## src/rtl/sram_arbiter.sv

```systemverilog
// sram_arbiter: two-port arbiter in front of a single sram_ctrl command port.
// One transaction in flight at a time; completes on m_ready, aborts on timeout.
module sram_arbiter #(
  parameter int unsigned ADDR_W    = 18,
  parameter int unsigned DATA_W    = 16,
  parameter int unsigned FIXED_PRI = 0,
  parameter int unsigned TIMEOUT   = 15
) (
  input  logic              clk,
  input  logic              reset_n,
  input  logic              req0,
  input  logic              req1,
  input  logic              rw0,
  input  logic              rw1,
  input  logic [ADDR_W-1:0] addr0,
  input  logic [ADDR_W-1:0] addr1,
  input  logic [DATA_W-1:0] wdata0,
  input  logic [DATA_W-1:0] wdata1,
  output logic              ack0,
  output logic              ack1,
  output logic              done0,
  output logic              done1,
  output logic [DATA_W-1:0] rdata0,
  output logic [DATA_W-1:0] rdata1,
  output logic              m_mem,
  output logic              m_rw,
  output logic [ADDR_W-1:0] m_addr,
  output logic [DATA_W-1:0] m_wdata,
  input  logic              m_ready,
  input  logic [DATA_W-1:0] m_rdata,
  output logic              busy,
  output logic              owner,
  output logic              timeout_err
);

  localparam logic [7:0] TimeoutCnt = 8'(TIMEOUT);

  typedef enum logic {StIdle, StBusy} state_e;

  state_e            r_state, w_state_next;
  logic              r_last_grant;
  logic              r_owner;
  logic              r_rw;
  logic              r_timeout_err;
  logic [7:0]        r_cnt;
  logic [DATA_W-1:0] r_rdata0, r_rdata1;

  logic w_win, w_grant, w_complete, w_timeout, w_finish, w_load, w_sel_rw;

  always_comb begin
    w_win = 1'b0;
    if (req0 && req1) begin
      w_win = (FIXED_PRI != 0) ? 1'b0 : ~r_last_grant;
    end else if (req1) begin
      w_win = 1'b1;
    end
    // Gated by reset_n so nothing is acknowledged while reset is held.
    w_grant  = reset_n && (r_state == StIdle) && m_ready && (req0 || req1);
    w_sel_rw = w_win ? rw1 : rw0;
    // First BUSY cycle (r_cnt == 0) ignores m_ready to cover controller latency.
    w_complete = (r_state == StBusy) && (r_cnt != 8'd0) && m_ready;
    w_timeout  = (r_state == StBusy) && !w_complete && ((r_cnt + 8'd1) == TimeoutCnt);
    w_finish   = w_complete || w_timeout;
    w_load     = w_complete && r_rw;
  end

  always_comb begin
    w_state_next = r_state;
    unique case (r_state)
      StIdle: if (w_grant) w_state_next = StBusy;
      StBusy: if (w_finish) w_state_next = StIdle;
      default: w_state_next = StIdle;
    endcase
  end

  always_comb begin
    m_mem   = w_grant;
    m_rw    = 1'b1;
    m_addr  = '0;
    m_wdata = '0;
    if (w_grant) begin
      m_rw    = w_sel_rw;
      m_addr  = w_win ? addr1 : addr0;
      m_wdata = w_win ? wdata1 : wdata0;
    end
    ack0        = w_grant && !w_win;
    ack1        = w_grant && w_win;
    done0       = w_finish && !r_owner;
    done1       = w_finish && r_owner;
    rdata0      = (w_load && !r_owner) ? m_rdata : r_rdata0;
    rdata1      = (w_load && r_owner) ? m_rdata : r_rdata1;
    busy        = (r_state == StBusy);
    owner       = r_owner;
    timeout_err = r_timeout_err;
  end

  always_ff @(posedge clk or negedge reset_n) begin
    if (!reset_n) begin
      r_state       <= StIdle;
      r_last_grant  <= 1'b1;
      r_owner       <= 1'b0;
      r_rw          <= 1'b1;
      r_timeout_err <= 1'b0;
      r_cnt         <= 8'd0;
      r_rdata0      <= '0;
      r_rdata1      <= '0;
    end else begin
      r_state <= w_state_next;
      if (w_grant) begin
        r_owner      <= w_win;
        r_last_grant <= w_win;
        r_rw         <= w_sel_rw;
        r_cnt        <= 8'd0;
      end else if (r_state == StBusy) begin
        r_cnt <= r_cnt + 8'd1;
      end
      if (w_timeout) r_timeout_err <= 1'b1;
      if (w_load && !r_owner) r_rdata0 <= m_rdata;
      if (w_load && r_owner) r_rdata1 <= m_rdata;
    end
  end

endmodule

```

## config.mk

```make
export PLATFORM = sky130hd
export DESIGN_NAME = sram_arbiter
export DESIGN_NICKNAME = d
export VERILOG_FILES = /design/src/rtl/sram_arbiter.sv
export SDC_FILE = /design/constraint.sdc
export NUM_CORES = 1
export LEC_CHECK = 0
export CAP_MARGIN = 15
export CORE_ASPECT_RATIO = 1.4
export CORE_MARGIN = 5
export CORE_UTILIZATION = 35
export CTS_BUF_LIST = sky130_fd_sc_hd__clkbuf_16
export DETAILED_ROUTE_END_ITERATION = 12
export PLACE_DENSITY = 0.77
export SYNTH_ARGS = -nofsm -noshare
export SYNTH_HDL_FRONTEND = slang
export SYNTH_SLANG_ARGS = --single-unit
```

## constraint.sdc

```tcl
create_clock -name clk -period 3.4 [get_ports clk]
set_clock_uncertainty 0.1 [all_clocks]
set_input_delay 1.02 -clock clk [delete_from_list [all_inputs] [get_ports clk]]
set_output_delay 1.02 -clock clk [all_outputs]
set_load 0.1 [all_outputs]
```

; ---- Yosys cells after proc, flatten, opt, wreduce, memory -nomap -nowiden
; Index checks and enable logic that the tools add are counted.
; W data, S select, Z words.
[classes]
addsub = 1
eq_ne = 1
n_mux = 15
bitwise = 2
reduce_logical = 22
[op_table]
columns = op, n
row1 = $mux W16, 4
row2 = $mux W18, 2
row3 = $mux W8, 2
row4 = $logic_and A1 B1 Y1, 15
row5 = $add A8 B1 Y8 const B, 1
row6 = $eq A8 B4 Y1 const B, 1
row7 = $reduce_bool A8 Y1, 1
row8 = $mux W1, 6
row9 = $logic_not A1 Y1, 3
row10 = $logic_or A1 B1 Y1, 2
row11 = $not A1 Y1, 2
row12 = $pmux W1 S2, 1
row13 = $reduce_bool A2 Y1, 1
[totals]
ff_bits = 45
in_bits = 91
output_inout_bits = 75
wordCells = 49

; ---- Longest topological paths before layout
; Gate-level depths: netlist of the first run.
[depth]
depth_word = 9
mapped_depth = 8
ltp_nobuf = 6

; ---- Worst setup path before layout of the first run
; OpenSTA, ideal clock, no wires.
[synth_timing]
kind = register -> output
from = register r_state (netlist: busy)
to = output m_rw
t_arrival_ns = 3.906
required_time_ns = 2.280
setup_slack_ns = -1.626
stages_incl_launch_ff = 6
n_path_buf = 2
path_cell_list = dfrtp_1 > and3b_1 > and3_1 > clkbuf_1 > buf_1 > a21oi_1
[synth_via]
elab_chain_cells = 5
[synth_rtl]
columns = item, line
row1 = from (decl), 40  ; state_e r_state, w_state_next;
row2 = from (signal assigned), 99  ; r_state <= StIdle;
row3 = from (signal assigned), 108  ; r_state <= w_state_next;
row4 = $not A1 Y1, 58  ; w_grant = reset_n && (r_state == StIdle) && m_ready && (req0 || req1);
row5 = $logic_and A1 B1 Y1 (3 in a row), 58
row6 = $mux W1, 81  ; if (w_grant) begin
row7 = to (decl), 26  ; output logic m_rw,
; Every way passes these cells.

; ---- Worst setup path after layout of the first run
[layout_timing]
from = register r_cnt[1]
to = output rdata1[10]
[layout_via]
elab_chain_cells = 6
[layout_rtl]
columns = item, line
row1 = from (decl), 45  ; logic [7:0] r_cnt;
row2 = from (signal assigned), 115  ; r_cnt <= r_cnt + 8'd1;
row3 = $reduce_bool A8 Y1, 61  ; w_complete = (r_state == StBusy) && (r_cnt != 8'd0) && m_ready;
row4 = $logic_and A1 B1 Y1 (2 in a row), 61
row5 = $logic_and A1 B1 Y1, 64  ; w_load = w_complete && r_rw;
row6 = $logic_and A1 B1 Y1, 91  ; rdata1 = (w_load && r_owner) ? m_rdata : r_rdata1;
row7 = $mux W16, --
row8 = to (decl), 24  ; output logic [DATA_W-1:0] rdata1,
; Every way passes these cells.

==> metrics.md, run 1 <==
| Metric | Value |
|---|---|
| Outcome | `finished with violations` |
| Failing checks | `setup timing` |
| Synth Area in Compound Gates | `19.44%` |
| Pre-CTS setup slack | `-0.5867 ns` |
| Final slew viol count | `0` |
| Hold Buf Count CTS | `0` |
| Fin. Hold Viols | `0` |
| RePlAce Congestion | `around 0.81` |
| Synthesis-to-finish area growth | `150.8%` |
| Clock power frac | `slightly above 8%` |
| GR peak layer | `met2` |
| Remaining antenna violation count | `0` |
| Final setup margin | `-0.1193 ns` |
| Placed Area | `between 5000 and 6000 um2` |
| Vias in the first global route | `between 3000 and 4000` |
| CTS root buffer | `clkbuf_16` |
| Power Internal | `~3 mW` |
| Min-Delay Path Class | `reg2reg` |
| Routed vias | `~2600` |
| Seq pwr share | `between 10% and 20%` |
| Post-synthesis xor/xnor area fraction | `under 10%` |
| Endpoints failing setup | `60` |
| # rows | `35` |
| Post-Syn Area | `about 2400 um2` |
| Area of the multi-input gates | `1650 um2` |
| Filler cells | `230` |
| Worst EP arrival | `2.40 ns` |
| Hold_ws | `0.3744 ns` |
| Post-route cell area | `~6000 um2` |
| Post-synthesis sequential area ratio | `47.27%` |
| Worst-margin pin slew | `0.6656 ns` |
| Dpl hpwl | `roughly 7700 um` |
| Power density over the cells | `between 1000 and 1500 nW/um2` |
| Clock-pin slew on the worst setup and hold paths | `about 0.060 ns` |
| Die Span Y | `about 110 um` |
| CTS Buf Count | `5` |
| Synth Area in Simple Gates | `between 6 and 7%` |
| Max Fanout on Critical Path | `8` |
| Final WL | `roughly 13000 um` |
| Setup CP Type | `reg2out` |
| Clock Path Buffers | `2` |
| Diode count | `0` |
| Worst-Skew Late Latency | `between 0.2 and 0.3 ns` |
| Met2 Use GR | `between 50% and 60%` |
| Vias/cell | `5.395` |
| Gate power share | `approximately 77%` |
| Residual DRC | `0` |
| Die X | `between 70 and 80 um` |
| First-pass GRT wire length | `~18000 um` |
| Multiplexer share of the synthesized area | `around 17%` |
| Iteration-0 DRC Markers | `130` |
| I/O Buffers | `165` |
| Synth Instances | `199` |
| Fmax achieved | `roughly 280 MHz` |
| Maximum VDD drop | `0.6655 mV` |
| Yosys warns | `0` |
| RSZ-0062 raised after global routing | `true` |
| Area taken by flip-flops and latches | `1134 um2` |
| Largest net degree at the start of global routing | `47` |
| Post-synth EDFFs | `0` |
| Antenna violations before repair | `0` |
| Largest family of logic cells by synthesized area | `compound AO/OA/AOI/OAI gates` |
| Global router's overall resource usage | `between 20% and 30%` |
| Synthesized flop and latch total | `45` |
| Grt ovf | `0` |
| CP Capture Type | `primary output` |
| Tmin final | `3.519 ns` |
| Slew HR | `around 55%` |
| Sw Pwr | `around 3.3 mW` |
| Met3 Usage GRT | `9.966%` |
| Crit share post-route | `103.5%` |
| Depth of the CTS H-tree | `2` |
| DR pass1 iterations | `6` |
| End-of-flow core utilization | `about nine tenths` |
| Placeable core region | `between 6000 and 7000 um2` |
| Distinct cells, synth | `37` |
| # IOs | `166` |
| Syn nets | `293` |
| Ys async rst share | `100.0%` |
| CTS tree | `yes` |
| Startpoint types | `register` |
| Sinks on Clock Net | `45` |
| Die footprint | `about 8600 um2` |
| Syn_area_per_cell | `~12 um2` |
| Post-DR wirelength/cell | `roughly 26 um` |
| Pleak | `~2.7 nW` |
| Layout Nets | `490` |
| Sw Share | `roughly 53%` |
| Primary FF master, synth | `dfrtp_1` |
| Share of cells above drive strength 1 | `between 50 and 60%` |
| Critical Path RT | `2.28 ns` |
| Fraction of the mapped netlist area in adder cells | `~1.6%` |
| Starting Density | `between 30% and 40%` |
| Max Cap Violations | `0` |
| Met1 Use GR | `about a quarter` |
## flip-flops by register name, summed over array words and instances (netlist names)
| name | flops |
|---|---|
| r_rdata0 | 16 |
| r_rdata1 | 16 |
| r_cnt | 8 |
| busy | 1 |
| owner | 1 |
| r_last_grant | 1 |
| r_rw | 1 |
| timeout_err | 1 |
## cell type report
| cell class | count | area share [%] |
|---|---|---|
| Clock buffer | 5 | 2.090 |
| Clock inverter | 3 | 0.3762 |
| Inverter | 9 | 0.5643 |
| Multi-Input combinational cell | 130 | 27.57 |
| Sequential cell | 45 | 18.93 |
| Tap cell | 92 | 1.923 |
| Timing Repair Buffer | 205 | 48.55 |
## layer usage
layer	vias to the layer above	wire length, um
met2	180	7284
li1	1139	-
met1	1286	3712
met4	0	508
met5	-	0
met3	33	1127
## worst paths after layout
path | from | end | slack (ns) | cells after the start
min | timeout_err | timeout_err | 0.37 | 2
max | r_cnt[1] | rdata1[10] | -0.12 | 8
max reg2reg | r_cnt[1] | r_rdata1[12] | 1.02 | 9
max in group asynchronous | reset_n | owner | 2.02 | 2
min reg2reg | timeout_err | timeout_err | 0.37 | 2
min in group asynchronous | reset_n | r_rdata1[12] | 0.74 | 2
## Yosys cell counts (3+ instances only)
library cell  instances  area share [%]
nand2_1               8             1.3
dfrtp_1              43              45
ha_1                  3             1.6
xnor2_1               4             1.5
mux2_2               23              11
a211o_1               3             1.1
buf_6                 3             1.4
nand3_1               3            0.63
inv_1                 9             1.4
a22o_1               41              15
nor2_1                7             1.1
buf_1                 5            0.79
xor2_1                3             1.1
mux2_4               10             6.3
clkbuf_1              5            0.79
## cell families (layout without fill, tap and decap cells)
family          after synthesis  after routing
flops                        45             45
buf+inv                      24            222
mux                          33             33
fa+ha+maj                     3              3
xor+xnor                      7              7
simple gates                 32             32
compound gates               55             55
## cell usage in the layout (no fill, tap or decap), drive strengths merged, types with 4 or more instances in the layout
| cell type | instances |
|---|---|
| a22o | 41 |
| buf | 116 |
| clkbuf | 6 |
| clkdlybuf4s50 | 86 |
| dfrtp | 43 |
| inv | 9 |
| mux2 | 33 |
| nand2 | 8 |
| nor2 | 7 |
| xnor2 | 4 |
## critical path, stage by stage (launching register included)
cell     delay (ns)
dfrtp_1        0.43
inv_1          0.08
ha_2           0.18
nor4b_4        0.13
a21o_4         0.23
or3_4          0.38
buf_12         0.17
mux2_4         0.33
buf_12         0.17
## power by group through the flow
| stage | registers [mW] | clock network [mW] | logic, mW |
|---|---|---|---|
| after floorplan | 0.961 | 0 | 2.84 |
| after global placement | 0.909 | 0 | 4.43 |
| after detailed placement | 0.917 | 0 | 4.49 |
| after CTS | 0.915 | 0.501 | 4.69 |
| after global routing | 0.965 | 0.528 | 4.90 |
| final | 0.950 | 0.504 | 4.81 |
## repair_timing
| action | 4_1_cts | 5_1_grt |
|---|---|---|
| cloned | 7 | 1 |
| pin swaps | 27 | 9 |
| resized for setup | 32 | 12 |
| setup buffers | 12 | 4 |
| endpoints found under the setup margin | 72 | 71 |
## stage by stage
| stage | TNS [ns] | std cells | power, mW |
|---|---|---|---|
| after CTS | -5.924 | 484 | 6.109 |
| after global routing | -8.855 | 489 | 6.398 |
| final | -5.157 | 489 | 6.259 |
| after global placement | -31.11 | 457 | 5.342 |
| after floorplan | -1.484 | 199 | 3.803 |
| after detailed placement | -32.58 | 457 | 5.410 |
Note: power is estimated with default switching activity, not from simulation.
==> run 2: changes to the inputs <==
--- a/config.mk
+++ b/config.mk
@@ -5,13 +5,14 @@
 export SDC_FILE = /design/constraint.sdc
 export NUM_CORES = 1
 export LEC_CHECK = 0
+export ABC_AREA = 1
 export CAP_MARGIN = 15
 export CORE_ASPECT_RATIO = 1.4
 export CORE_MARGIN = 5
-export CORE_UTILIZATION = 35
+export CORE_UTILIZATION = 36
 export CTS_BUF_LIST = sky130_fd_sc_hd__clkbuf_16
 export DETAILED_ROUTE_END_ITERATION = 12
-export PLACE_DENSITY = 0.77
+export PLACE_DENSITY = 0.78
 export SYNTH_ARGS = -nofsm -noshare
 export SYNTH_HDL_FRONTEND = slang
 export SYNTH_SLANG_ARGS = --single-unit
==> run 2 against run 1 <==
Against the previous run: the run still ends with setup timing left; cell count increased by 22%; first-iteration DRC count increased to 2.6 times the previous value; flip-flop and latch count unchanged; via count increased by 32%; clock-buffer cell count unchanged; largest cell class unchanged.
==> metrics.md, run 2 <==
| Metric | Value |
|---|---|
| Outcome | `finished with violations` |
| Failing checks | `setup timing` |
| Remaining antenna violation count | `0` |
| CP Cell Sequence | `ha_2 -> nand3_2 -> nand2_1 -> nand2_1 -> nor2_1 -> nand2_1 -> nor2_2 -> nand2_2 -> a21oi_4 -> buf_12` |
| Max Fanout on Critical Path | `5` |
| Share of cells above drive strength 1 | `approximately 51%` |
| Hold_ws | `between 0.4 and 0.5 ns` |
| Worst-Skew Late Latency | `between 0.2 and 0.3 ns` |
| Setup CP Type | `reg2out` |
| Residual DRC | `0` |
| Dpl hpwl | `8152 um` |
| Max Cap Violations | `0` |
| Worst EP arrival | `roughly 2.5 ns` |
| Synthesized flop and latch total | `45` |
| Most frequent cell after synthesis | `nand2_1` |
| Final setup margin | `-0.1948 ns` |
| Largest stage delay, worst path | `0.47 ns` |
| CP top delay family | `simple AND/OR/NAND/NOR gates` |
| Crit-path slowest cell | `dfrtp_1` |
| Clock-pin slew on the worst setup and hold paths | `approximately 0.06 ns` |
| Post-synthesis sequential area ratio | `between 40% and 50%` |
| Post-synth EDFFs | `0` |
| Primary FF master, synth | `dfrtp_1` |
| Reg-to-Reg Start | `r_cnt[1]` |
| Placed Area | `5522 um2` |
| Die footprint | `about 8700 um2` |
| CTS Buf Count | `5` |
| Reg2reg setup slack | `1.11 ns` |
| Reg2reg end | `busy` |
| # IOs | `166` |
| Starting Density | `~37%` |
| Sinks on Clock Net | `45` |
| Most common cell after layout, fill and taps aside | `clkdlybuf4s50_1` |
| Critical Path RT | `between 2 and 2.5 ns` |
| Antenna violations before repair | `0` |
| Routed vias | `approximately 3500` |
| Crit share post-route | `105.7%` |
| Clock Path Buffers | `2` |
| Vias in the first global route | `roughly 3400` |
| Top cells by area, synth | `dfrtp_1 (43%), nand2_1 (9.5%), inv_1 (9.4%), a22oi_1 (7.6%), o21ai_0 (7.1%)` |
| Worst-margin pin slew | `about 0.58 ns` |
| Synthesis-to-finish area growth | `155.5%` |
| DR pass1 iterations | `5` |
| Post-Syn Area | `around 2500 um2` |
| Maximum VDD drop | `about 1.3 mV` |
| Distinct cells, synth | `27` |
| Tmin final | `3.595 ns` |
| Vias/cell | `between 5 and 6` |
| Pleak | `2.592 nW` |
| Post-DR wirelength/cell | `about 28 um` |
| Power density over the cells | `between 1000 and 1500 nW/um2` |
| Synth Instances | `299` |
| Min-Delay Path Class | `reg2reg` |
| Iteration-0 DRC Markers | `~340` |
| Synth top cells by count | `nand2_1 (63), inv_1 (62), dfrtp_1 (43), o21ai_0 (35), a22oi_1 (25)` |
| CP Capture Type | `primary output` |
| Final WL | `roughly 17000 um` |
| Yosys warns | `0` |
| CTS root buffer | `clkbuf_16` |
| Largest net degree at the start of global routing | `46` |
| Diode count | `0` |
| Placeable core region | `between 6000 and 7000 um2` |
| FF-to-FF path depth | `11` |
| Grt ovf | `0` |
| Number of buffers and inverters on the critical path | `1` |
| Most frequent CP cell | `nand2_1` |
| Worst Hold End | `r_last_grant` |
| Hold Crit Depth | `2` |
| Top cell type by total area after synthesis | `dfrtp_1` |
| Slew HR | `between 60% and 70%` |
| Ys async rst share | `100.0%` |
| Fin. Hold Viols | `0` |
| Post-route cell area | `6336 um2` |
| Die X | `80.15 um` |
| Fmax achieved | `about 280 MHz` |
| Top cell type's share of synthesized area | `around 43%` |
| # rows | `35` |
| Hold wc startpoint | `r_last_grant` |
| RSZ-0062 raised after global routing | `true` |
| First-pass GRT wire length | `19350 um` |
| Overall power | `between 6 and 7 mW` |
| Startpoint types | `register` |
| Syn_area_per_cell | `roughly 8.3 um2` |
| Most frequent cells in the layout | `clkdlybuf4s50_1 (86), buf_12 (80), nand2_1 (61), dfrtp_1 (42), a22oi_2 (34)` |
| RePlAce Congestion | `between 0.8 and 0.9` |
| Global router's overall resource usage | `between 20% and 30%` |
| Setup TNS Final | `-2.680 ns` |
| Depth of the CTS H-tree | `2` |
| Die Span Y | `~110 um` |
| Endpoints failing setup | `41` |
| CTS tree | `yes` |
| Layout Nets | `600` |
| Final slew viol count | `0` |
| I/O Buffers | `~170` |
| Registers with the most flip-flops | `r_rdata0 x16, r_rdata1 x16, r_cnt x8` |
| Syn nets | `just under 400` |
-- run 2: cell types whose count changed in the layout (fill, tap and decap cells not counted), moves of 19 or more --
cell / before / now
a22oi_2: 0 / 34
mux2_4: 32 / 0
a22o_4: 34 / 0
clkinvlp_4: 0 / 29
inv_1: 8 / 27
o21ai_4: 0 / 32
nand2_1: 7 / 61
-- run 2: power by group --
group | total, mW | internal, mW | switching (mW) | leakage (nW)
registers | 0.981 | 0.777 | 0.204 | 0.565
logic | 4.81 | 1.61 | 3.20 | 1.94
clock network | 0.548 | 0.342 | 0.206 | 0.0826
total | 6.34 | 2.73 | 3.61 | 2.59
-- run 2: metrics by stage --
step           worst slack, ns  utilization, %  instances
2_1_floorplan          -0.1009               -        299
3_3_place_gp           -0.3177           82.95        561
3_5_place_dp           -0.3859           82.95        561
4_1_cts               -0.02737           92.27        595
5_1_grt                -0.2023           95.19        599
6_report               -0.1948           95.19        599
-- run 2: final cells by class --
class | instances | area (um2)
Timing Repair Buffer | 215 | 3007
Multi-Input combinational cell | 174 | 1569
Sequential cell | 45 | 1130
Inverter | 65 | 352.8
Fill cell | 161 | 320.3
Clock buffer | 5 | 125.1
Tap cell | 92 | 115.1
Clock inverter | 3 | 37.54
-- run 2: worst max-delay path by stage --
stage / start / endpoint / slack [ns] / depth (start not counted)
after global routing: r_cnt[4] / done0 / -0.20 / 8
final: r_cnt[1] / done0 / -0.19 / 10
after CTS: req0 / m_wdata[5] / -0.03 / 11
after floorplan: m_ready / done0 / -0.10 / 6
after global placement: m_ready / m_addr[6] / -0.32 / 9
after detailed placement: req1 / m_addr[0] / -0.39 / 9
-- run 2: kinds of logic (layout without fill, tap and decap cells) --
logic type,Yosys count,in the layout,share of synthesized area [%]
and+or+nand+nor,88,88,14.93
AOI/OAI and AO/OA,82,82,23.21
buffers and inverters,80,288,14.48
DFF,45,45,45.51
adders and majority gates,3,3,1.514
xor gates and xnor gates,1,1,0.3532
-- run 2: worst register-to-register path, stage by stage (launching register included) --
cell,delay (ns)
dfrtp_1,0.47
ha_2,0.28
nand3_2,0.14
nand2_1,0.14
nand2_1,0.10
nor2_1,0.11
nand2_1,0.17
nor2_2,0.22
nand2_2,0.15
buf_4,0.18
nand2_1,0.08
nor2_1,0.05
-- run 2: layer usage --
metal / GRT usage [%] / wire length [um]
met1: 31.56 / 5330
met2: 54.21 / 8411
met3: 8.250 / 1710
met4: 12.20 / 1263
met5: 0 / 0
-- run 2: timing repair --
item	in CTS	in global routing
endpoints found under the setup margin	71	72
setup buffers	25	0
gates resized for setup	48	34
pin swaps	9	7
gates cloned	4	4
hold buffers	0	0
